## config.mk

```make
export PLATFORM = sky130hd
export DESIGN_NAME = optialu_arb_flat
export DESIGN_NICKNAME = d
export VERILOG_FILES = /design/src/rtl/optialu_pkg.sv /design/src/rtl/optialu_arb_if.sv /design/src/rtl/optialu_rr_arb.sv /design/src/rtl/optialu_arb.sv /design/src/flat_wrapper.sv
export SDC_FILE = /design/constraint.sdc
export NUM_CORES = 1
export LEC_CHECK = 0
export ABC_AREA = 1
export ABC_CLOCK_PERIOD_IN_PS = 3400
export BUFFER_PORTS_ARGS = -buffer_cell sky130_fd_sc_hd__buf_2
export CAP_MARGIN = 20
export CORE_ASPECT_RATIO = 2
export CORE_MARGIN = 4
export CORE_UTILIZATION = 49
export DETAILED_ROUTE_END_ITERATION = 8
export PLACE_DENSITY = 0.95
export SLEW_MARGIN = 20
export SYNTH_ARGS = -nofsm -noshare
export SYNTH_HDL_FRONTEND = slang
export SYNTH_SLANG_ARGS = --single-unit
```

## constraint.sdc

```tcl
create_clock -name clk -period 3.4 [get_ports clk]
set_input_delay 0.51 -clock clk [delete_from_list [all_inputs] [get_ports clk]]
set_output_delay 0.51 -clock clk [all_outputs]
set_load 0.01 [all_outputs]
```

## src/rtl/optialu_pkg.sv

```systemverilog
// Shared types and widths for the optialu_arb ALU-sharing sequencer.
package optialu_pkg;

    localparam int DATA_W = 32;

    typedef logic [3:0] opcode_t;

    typedef enum logic [1:0] {
        IDLE,
        EXEC,
        RESP
    } state_t;

    typedef struct packed {
        opcode_t           opcode;
        logic [DATA_W-1:0] a;
        logic [DATA_W-1:0] b;
        logic              cin;
        logic              bin;
    } cmd_t;

    typedef struct packed {
        logic              id;
        logic [DATA_W-1:0] result;
        logic              cout;
        logic              bout;
    } rsp_t;

endpackage

```

## src/rtl/optialu_arb_if.sv

```systemverilog
// Bundle of the two requester ports, the response port and the shared-ALU port.
interface optialu_arb_if;
    import optialu_pkg::*;

    logic              req0_valid;
    logic              req0_ready;
    opcode_t           req0_opcode;
    logic [DATA_W-1:0] req0_a;
    logic [DATA_W-1:0] req0_b;
    logic              req0_cin;
    logic              req0_bin;

    logic              req1_valid;
    logic              req1_ready;
    opcode_t           req1_opcode;
    logic [DATA_W-1:0] req1_a;
    logic [DATA_W-1:0] req1_b;
    logic              req1_cin;
    logic              req1_bin;

    logic              rsp_valid;
    logic              rsp_ready;
    logic              rsp_id;
    logic [DATA_W-1:0] rsp_result;
    logic              rsp_cout;
    logic              rsp_bout;

    logic              alu_en;
    opcode_t           alu_opcode;
    logic [DATA_W-1:0] alu_a;
    logic [DATA_W-1:0] alu_b;
    logic              alu_cin;
    logic              alu_bin;
    logic [DATA_W-1:0] alu_result;
    logic              alu_cout;
    logic              alu_bout;

    modport slave (
        input  req0_valid, req0_opcode, req0_a, req0_b, req0_cin, req0_bin,
        input  req1_valid, req1_opcode, req1_a, req1_b, req1_cin, req1_bin,
        output req0_ready, req1_ready,
        output rsp_valid, rsp_id, rsp_result, rsp_cout, rsp_bout,
        input  rsp_ready,
        output alu_en, alu_opcode, alu_a, alu_b, alu_cin, alu_bin,
        input  alu_result, alu_cout, alu_bout
    );

    modport master (
        output req0_valid, req0_opcode, req0_a, req0_b, req0_cin, req0_bin,
        output req1_valid, req1_opcode, req1_a, req1_b, req1_cin, req1_bin,
        input  req0_ready, req1_ready,
        input  rsp_valid, rsp_id, rsp_result, rsp_cout, rsp_bout,
        output rsp_ready,
        input  alu_en, alu_opcode, alu_a, alu_b, alu_cin, alu_bin,
        output alu_result, alu_cout, alu_bout
    );

endinterface

```

## src/rtl/optialu_rr_arb.sv

```systemverilog
// Two-way arbiter with one-hot grant; round-robin by default,
// fixed priority to requester 0 when OPTIALU_ARB_FIXED_PRIO_EN is defined.
module optialu_rr_arb (
    input  logic       clk,
    input  logic       rst_n,
    input  logic [1:0] req,
    input  logic       en,
    output logic [1:0] grant
);

`ifdef OPTIALU_ARB_FIXED_PRIO_EN

    always_comb begin
        grant = 2'b00;
        if (en) begin
            if (req[0])      grant = 2'b01;
            else if (req[1]) grant = 2'b10;
        end
    end

`else

    // prio names the requester that wins a tie: the one not granted last.
    logic prio;

    always_comb begin
        grant = 2'b00;
        if (en) begin
            if (req[0] && (!req[1] || !prio)) grant = 2'b01;
            else if (req[1])                  grant = 2'b10;
        end
    end

    always_ff @(posedge clk or negedge rst_n) begin
        if (!rst_n)      prio <= 1'b0;
        else if (|grant) prio <= grant[0];
    end

`endif

endmodule

```

## src/rtl/optialu_arb.sv

```systemverilog
// Lets two requesters share one external ALU: grant, hold operands for
// SETTLE_CYCLES, capture the result. Build option: OPTIALU_ARB_FIXED_PRIO_EN.
module optialu_arb
    import optialu_pkg::*;
#(
    parameter int unsigned SETTLE_CYCLES = 1
) (
    input logic          clk,
    input logic          rst_n,
    optialu_arb_if.slave bus
);

    state_t     state;
    state_t     state_nxt;
    logic [3:0] cnt;
    logic [1:0] grant;
    logic       owner;
    cmd_t       cmd;
    cmd_t       req_cmd;
    rsp_t       rsp;

    // Gating with rst_n keeps the ready pulses low while reset is held.
    optialu_rr_arb u_arb (
        .clk   (clk),
        .rst_n (rst_n),
        .req   ({bus.req1_valid, bus.req0_valid}),
        .en    ((state == IDLE) && rst_n),
        .grant (grant)
    );

    assign req_cmd = grant[1]
        ? {bus.req1_opcode, bus.req1_a, bus.req1_b, bus.req1_cin, bus.req1_bin}
        : {bus.req0_opcode, bus.req0_a, bus.req0_b, bus.req0_cin, bus.req0_bin};

    // NOTE: sequential state uses non-blocking assignments so all registers see pre-edge values.
    always_ff @(posedge clk or negedge rst_n) begin
        if (!rst_n) state <= IDLE;
        else        state <= state_nxt;
    end

    // NOTE: state_nxt is defaulted before the case so no path leaves it unassigned (no latch).
    always_comb begin
        state_nxt = state;
        case (state)
            IDLE:    if (|grant)           state_nxt = EXEC;
            EXEC:    if (cnt == 4'd1)      state_nxt = RESP;
            RESP:    if (bus.rsp_ready)    state_nxt = IDLE;
            default:                       state_nxt = IDLE;
        endcase
    end

    always_ff @(posedge clk or negedge rst_n) begin
        if (!rst_n) begin
            cmd   <= '0;
            owner <= 1'b0;
            cnt   <= '0;
            rsp   <= '0;
        end else begin
            case (state)
                IDLE: begin
                    if (|grant) begin
                        cmd   <= req_cmd;
                        owner <= grant[1];
                        cnt   <= 4'(SETTLE_CYCLES);
                    end
                end
                EXEC: begin
                    cnt <= cnt - 4'd1;
                    if (cnt == 4'd1)
                        rsp <= '{id: owner, result: bus.alu_result,
                                 cout: bus.alu_cout, bout: bus.alu_bout};
                end
                default: ;
            endcase
        end
    end

    assign bus.req0_ready = grant[0];
    assign bus.req1_ready = grant[1];

    assign bus.alu_en     = (state == EXEC);
    assign bus.alu_opcode = cmd.opcode;
    assign bus.alu_a      = cmd.a;
    assign bus.alu_b      = cmd.b;
    assign bus.alu_cin    = cmd.cin;
    assign bus.alu_bin    = cmd.bin;

    assign bus.rsp_valid  = (state == RESP);
    assign bus.rsp_id     = rsp.id;
    assign bus.rsp_result = rsp.result;
    assign bus.rsp_cout   = rsp.cout;
    assign bus.rsp_bout   = rsp.bout;

endmodule

```

## src/flat_wrapper.sv

```systemverilog
// flat-port wrapper written by rule: the top's interface ports become plain ports
module optialu_arb_flat import optialu_pkg::*;
#(
    parameter int unsigned SETTLE_CYCLES = 1
)
  (clk, rst_n, bus_req0_valid, bus_req0_opcode, bus_req0_a, bus_req0_b, bus_req0_cin, bus_req0_bin, bus_req1_valid, bus_req1_opcode, bus_req1_a, bus_req1_b, bus_req1_cin, bus_req1_bin, bus_req0_ready, bus_req1_ready, bus_rsp_valid, bus_rsp_id, bus_rsp_result, bus_rsp_cout, bus_rsp_bout, bus_rsp_ready, bus_alu_en, bus_alu_opcode, bus_alu_a, bus_alu_b, bus_alu_cin, bus_alu_bin, bus_alu_result, bus_alu_cout, bus_alu_bout);
  optialu_arb_if bus_i ();
  input logic clk;
  input logic rst_n;
  input wire logic [$bits(bus_i.req0_valid)-1:0] bus_req0_valid;
  input wire logic [$bits(bus_i.req0_opcode)-1:0] bus_req0_opcode;
  input wire logic [$bits(bus_i.req0_a)-1:0] bus_req0_a;
  input wire logic [$bits(bus_i.req0_b)-1:0] bus_req0_b;
  input wire logic [$bits(bus_i.req0_cin)-1:0] bus_req0_cin;
  input wire logic [$bits(bus_i.req0_bin)-1:0] bus_req0_bin;
  input wire logic [$bits(bus_i.req1_valid)-1:0] bus_req1_valid;
  input wire logic [$bits(bus_i.req1_opcode)-1:0] bus_req1_opcode;
  input wire logic [$bits(bus_i.req1_a)-1:0] bus_req1_a;
  input wire logic [$bits(bus_i.req1_b)-1:0] bus_req1_b;
  input wire logic [$bits(bus_i.req1_cin)-1:0] bus_req1_cin;
  input wire logic [$bits(bus_i.req1_bin)-1:0] bus_req1_bin;
  output wire logic [$bits(bus_i.req0_ready)-1:0] bus_req0_ready;
  output wire logic [$bits(bus_i.req1_ready)-1:0] bus_req1_ready;
  output wire logic [$bits(bus_i.rsp_valid)-1:0] bus_rsp_valid;
  output wire logic [$bits(bus_i.rsp_id)-1:0] bus_rsp_id;
  output wire logic [$bits(bus_i.rsp_result)-1:0] bus_rsp_result;
  output wire logic [$bits(bus_i.rsp_cout)-1:0] bus_rsp_cout;
  output wire logic [$bits(bus_i.rsp_bout)-1:0] bus_rsp_bout;
  input wire logic [$bits(bus_i.rsp_ready)-1:0] bus_rsp_ready;
  output wire logic [$bits(bus_i.alu_en)-1:0] bus_alu_en;
  output wire logic [$bits(bus_i.alu_opcode)-1:0] bus_alu_opcode;
  output wire logic [$bits(bus_i.alu_a)-1:0] bus_alu_a;
  output wire logic [$bits(bus_i.alu_b)-1:0] bus_alu_b;
  output wire logic [$bits(bus_i.alu_cin)-1:0] bus_alu_cin;
  output wire logic [$bits(bus_i.alu_bin)-1:0] bus_alu_bin;
  input wire logic [$bits(bus_i.alu_result)-1:0] bus_alu_result;
  input wire logic [$bits(bus_i.alu_cout)-1:0] bus_alu_cout;
  input wire logic [$bits(bus_i.alu_bout)-1:0] bus_alu_bout;
  assign bus_i.req0_valid = bus_req0_valid;
  assign bus_i.req0_opcode = bus_req0_opcode;
  assign bus_i.req0_a = bus_req0_a;
  assign bus_i.req0_b = bus_req0_b;
  assign bus_i.req0_cin = bus_req0_cin;
  assign bus_i.req0_bin = bus_req0_bin;
  assign bus_i.req1_valid = bus_req1_valid;
  assign bus_i.req1_opcode = bus_req1_opcode;
  assign bus_i.req1_a = bus_req1_a;
  assign bus_i.req1_b = bus_req1_b;
  assign bus_i.req1_cin = bus_req1_cin;
  assign bus_i.req1_bin = bus_req1_bin;
  assign bus_req0_ready = bus_i.req0_ready;
  assign bus_req1_ready = bus_i.req1_ready;
  assign bus_rsp_valid = bus_i.rsp_valid;
  assign bus_rsp_id = bus_i.rsp_id;
  assign bus_rsp_result = bus_i.rsp_result;
  assign bus_rsp_cout = bus_i.rsp_cout;
  assign bus_rsp_bout = bus_i.rsp_bout;
  assign bus_i.rsp_ready = bus_rsp_ready;
  assign bus_alu_en = bus_i.alu_en;
  assign bus_alu_opcode = bus_i.alu_opcode;
  assign bus_alu_a = bus_i.alu_a;
  assign bus_alu_b = bus_i.alu_b;
  assign bus_alu_cin = bus_i.alu_cin;
  assign bus_alu_bin = bus_i.alu_bin;
  assign bus_i.alu_result = bus_alu_result;
  assign bus_i.alu_cout = bus_alu_cout;
  assign bus_i.alu_bout = bus_alu_bout;
  optialu_arb #(.SETTLE_CYCLES(SETTLE_CYCLES)) u_core (.clk(clk), .rst_n(rst_n), .bus(bus_i));
endmodule
```

* After elaboration in Yosys (flattened, before gate mapping) *
Index checks and enable logic that the tools add are counted.
W data, S select, Z words.

word-level totals
  register bits after elaboration = 113
  bits of input ports = 179
  output and inout bits = 109
  word-level logic and storage cells = 42

operators by class
  add/subtract/negate cells = 1
  equal/unequal tests = 6
  multiplexer cells = 10
  reduce and logical (&&, ||, !) cells = 12

operators by type and width
  kind                   count
  $mux W70               1
  $mux W2                6
  $pmux W4 S2            1
  $pmux W2 S3            1
  $reduce_and A2 Y1      3
  $eq A4 B1 Y1 const B   1
  $mux W4                1
  $ne A2 B1 Y1 const B   2
  $sub A4 B1 Y4 const B  1
  $reduce_and A3 Y1      1
  $eq A2 B1 Y1 const B   1
  $eq A2 B2 Y1 const B   1
  $logic_and A1 B1 Y1    2
  $logic_not A1 Y1       2
  $logic_not A2 Y1       1
  $ne A2 B2 Y1 const B   1
  $reduce_bool A2 Y1     1
  $reduce_or A2 Y1       1
  $logic_or A1 B1 Y1     1

* Logic depth before layout (Yosys ltp) *
  word-level depth = 8
  gate-level depth with buffers = 9
  gate-level depth less buffers = 8

* Cells and area by module *
From an unflattened synthesis, not the netlist that was laid out.

unflattened totals
  cell total of the unflattened synthesis = 725
  area total of the unflattened synthesis = 5268.8 µm²

by module, submodules not included
  module          times used  cells each  area each (µm²)  seq. area each (µm²)
  optialu_arb     1           717         5215.0           2802.7
  optialu_rr_arb  1           8           53.8             25.0

* Least setup slack after synthesis *
OpenSTA, ideal clock, no wires.

  kind = in2out
  start = input port rst_n
  end = output port bus_req0_ready
  data arrival time = 1.262 ns
  data required time = 2.890 ns
  path slack = 1.628 ns
  stages on the path = 6
  path through = nand2_1 nor2_4 nand2_2 buf_2 buf_2 inv_1

between the ends
  word-level cells in the longest chain between the ends = 2

RTL lines
  what                 line                  source
  from (decl)          flat_wrapper.sv:9     input logic rst_n;
  $logic_and A1 B1 Y1  optialu_arb.sv:27     .en ((state == IDLE) && rst_n),
  $mux W2              optialu_rr_arb.sv:28  if (en) begin
  to (decl)            flat_wrapper.sv:22    output wire logic [$bits(bus_i.req0_ready)-1:0] bus_req0_ready;

Every way passes these cells.

* Worst setup path after layout *
  start = register u_core.state[0]
  end = output port bus_req0_ready

between the ends
  word-level cells in the longest chain between the ends = 3

RTL lines
  what                    line                  source
  from (decl)             optialu_arb.sv:13     state_t state;
  from (signal assigned)  optialu_arb.sv:38     else state <= state_nxt;
  $logic_not A2 Y1        optialu_arb.sv:27
  $logic_and A1 B1 Y1     optialu_arb.sv:27
  $mux W2                 optialu_rr_arb.sv:28

Every way passes these cells.

==> flow_metrics.py <==
metrics = {
    "timing": {
        "setup_violations": 0,
        "tns_ns": 0,
        "final.min_clock_period_ns": 2.51,
        "worstMarginPinSlew_ns": 0.805,
        "rsz0062_at_grt": "false",
        "fmax_mhz": 398,
        "slew_headroom_pct": 46.2,
        "period_share_pct": 73.9,
        "fin_skew_ns": 0.00815,
        "maxSlewViolCount": 0,
        "finalHoldViolations": 0,
    },
    "final_layout": {
        "areaGrowthSynthToFinish_pct": 38.5,
        "antenna_cells": 0,
        "fin_nets": 1181,
        "final_cell_mix": "323 x nand2_1, 286 x buf_2, 141 x nand3_1",
        "layout_commonest_cell": "nand2_1",
        "final_area_mm2": 0.00760,
        "drive_above_1_share_pct": 33.6,
    },
    "grt": {
        "grtUsageTotal_pct": 26.6,
        "grt_max_degree": 74,
        "grt_pass1_wl_um": 27800,
        "antenna_found_initial": 3,
        "grt_pass1_vias": 5690,
        "grt_overflow": 0,
    },
    "synth": {
        "synth_seq_area_share_pct": 51.5,
        "syn_inst": 735,
        "yosys.area_share.adder_pct": 0.456,
        "yosys.area_share.simple_pct": 36.5,
        "synth_top_family_by_area": "simple AND/OR/NAND/NOR gates",
        "ys_warn_count": 0,
        "ys_ff_latch": 113,
        "synth_xor_area_share_pct": 0.160,
        "avgSynthCellArea_um2": 7.46,
        "muxShareOfSynthArea_pct": 0,
        "ys_types": 23,
        "synth_compound_area_share_pct": 4.08,
        "syn-num-nets": 916,
        "syn_area_mm2": 0.00549,
    },
    "worst_setup_path": {
        "crit_arrival_ns": 2.00,
        "end_kind": "output port",
        "cp-start-kind": "flip-flop",
        "crit_fanout": 30,
        "crit_type": "reg -> out",
        "cpMaxStageDelayCell": "dfrtp_1",
        "crit_path_max_incr_delay_ns": 0.40,
        "cp_cell_sequence": "inv_2 -> nand2_1 -> nor2_4 -> nand2_2 -> inv_1 -> buf_2",
        "crit_required_ns": 2.89,
    },
    "cts": {
        "clk_path_buf_depth": 2,
        "cts_setup_buffers": 0,
        "cts.sink_count": 113,
        "cts_hold_buf": 0,
        "ctsResizeCount": 0,
        "tritoncts": "done",
        "cts_root_buffer": "clkbuf_16",
        "h-tree-depth": 4,
        "cts_made_buffers": 17,
        "path_clk_slew_ns": 0.05,
        "insertion_delay_ns": 0.41,
    },
    "pwr": {
        "irDropWorstVdd_v": 0.000540,
        "powerDensity_mw_per_mm2": 923,
        "power.leakage_nw": 4.60,
    },
    "placement": {
        "place_congestion": 0.904,
        "dp_hpwl_um": 12700,
        "postPlaceCellArea_mm2": 0.00697,
        "port_buffers": 287,
    },
    "floorplan": {
        "rows": 54,
        "io_pins": 288,
        "start_util_pct": 50.1,
        "coreArea_mm2": 0.0109,
        "die_h_um": 158,
        "die-area_mm2": 0.0131,
        "die_w_um": 82.8,
    },
    "route": {
        "drt-pass1-iter-count": 6,
        "via_per_inst": 5.18,
        "antenna_left": 0,
        "dr.first_iter.drc_count": 322,
        "num_vias": 5971,
        "drt_wl_total_um": 18000,
        "drt-wirelength-per-cell_um": 15.6,
        "post-route-drc-count": 0,
    },
    "run": {
        "drv_cap": 0,
    },
    "outcome": {
        "run_status": "finished, final reports clean",
    },
    "min_path": {
        "min_path_type": "in -> async",
    },
}
==> cell usage after synthesis, drive strengths merged <==
cell type / n / area share, %
a21boi: 1 / 0.14
a21oi: 4 / 0.43
inv: 46 / 3.1
nand4: 2 / 0.23
xor2: 1 / 0.16
ha: 2 / 0.46
nor2: 6 / 0.59
nand2: 327 / 22
o31ai: 1 / 0.14
o21ai: 37 / 3.4
dfrtp: 113 / 52
or2: 2 / 0.23
buf: 31 / 2.7
clkbuf: 20 / 1.4
nand3: 142 / 13
==> state kept, by name (all words and copies together) (netlist names) <==
register               flops
u_core.bus.alu_opcode      4
u_core.bus.rsp_bout        1
u_core.bus.alu_bin         1
u_core.u_arb.prio          1
u_core.bus.alu_b          32
u_core.bus.alu_a          32
u_core.bus.rsp_id          1
u_core.cnt                 4
u_core.bus.rsp_result     32
u_core.bus.rsp_cout        1
u_core.owner               1
u_core.state               2
u_core.bus.alu_cin         1
==> metal layers <==
metal | global-route usage, % | vias to the layer above | routed length [µm]
met5 | 0 | - | 34
met4 | 13.2 | 6 | 729
met3 | 5.68 | 63 | 1210
met2 | 46.4 | 286 | 9400
met1 | 30.9 | 2757 | 6610
li1 | - | 2859 | -
==> worst paths after layout <==
| path | end | from | cells after the start | slack (ns) |
|---|---|---|---|---|
| min in group clk | u_core.state[1] | bus_rsp_ready | 2 | 0.29 |
| worst min register to register | u_core.owner | u_core.owner | 2 | 0.48 |
| worst max-delay path | bus_req0_ready | u_core.state[0] | 6 | 0.89 |
| worst min-delay path | u_core.bus.rsp_result[31] | rst_n | 2 | 0.27 |
| max in group asynchronous | u_core.bus.alu_opcode[2] | rst_n | 3 | 1.91 |
| worst max register to register | u_core.bus.alu_a[24] | u_core.state[0] | 8 | 1.06 |
==> power by group <==
part | total, mW | switching, mW | internal, mW
Combinational | 2.76 | 1.72 | 1.04
Sequential | 2.37 | 0.372 | 2.00
Clock | 1.89 | 0.622 | 1.26
Total | 7.01 | 2.71 | 4.30
==> final cells by class <==
| type | instances | area (µm²) |
|---|---|---|
| Clock buffer | 19 | 453 |
| Clock inverter | 13 | 183 |
| Fill cell | 895 | 3340 |
| Inverter | 46 | 173 |
| Multi-Input combinational cell | 525 | 2280 |
| Sequential cell | 113 | 2830 |
| Tap cell | 140 | 175 |
| Timing Repair Buffer | 297 | 1510 |
==> critical path: cells and delay by family (launching register included) <==
| family | cells | cell delay [ns] |
|---|---|---|
| buf+inv | 3 | 0.46 |
| simple gates | 3 | 0.75 |
| flops | 1 | 0.40 |
==> cell families after synthesis <==
kind of cell	count (synthesis)
AOI/OAI and AO/OA	43
DFF	113
adders and majority gates	2
buffers and inverters	97
and+or+nand+nor	479
xor gates and xnor gates	1
==> metrics by stage <==
step	std cells	setup WS, ns	hold WS (ns)	power, mW	util (%)
after global placement	1121	1.00	0.461	5.00	63.6
after floorplan	735	1.63	0.214	3.95	-
after detailed placement	1121	0.961	0.467	5.12	63.6
after global routing	1153	0.720	0.296	7.48	69.4
after CTS	1153	0.853	0.282	7.06	69.4
final	1153	0.887	0.266	7.01	69.4
No activity file was read; power rests on OpenSTA's default activity.
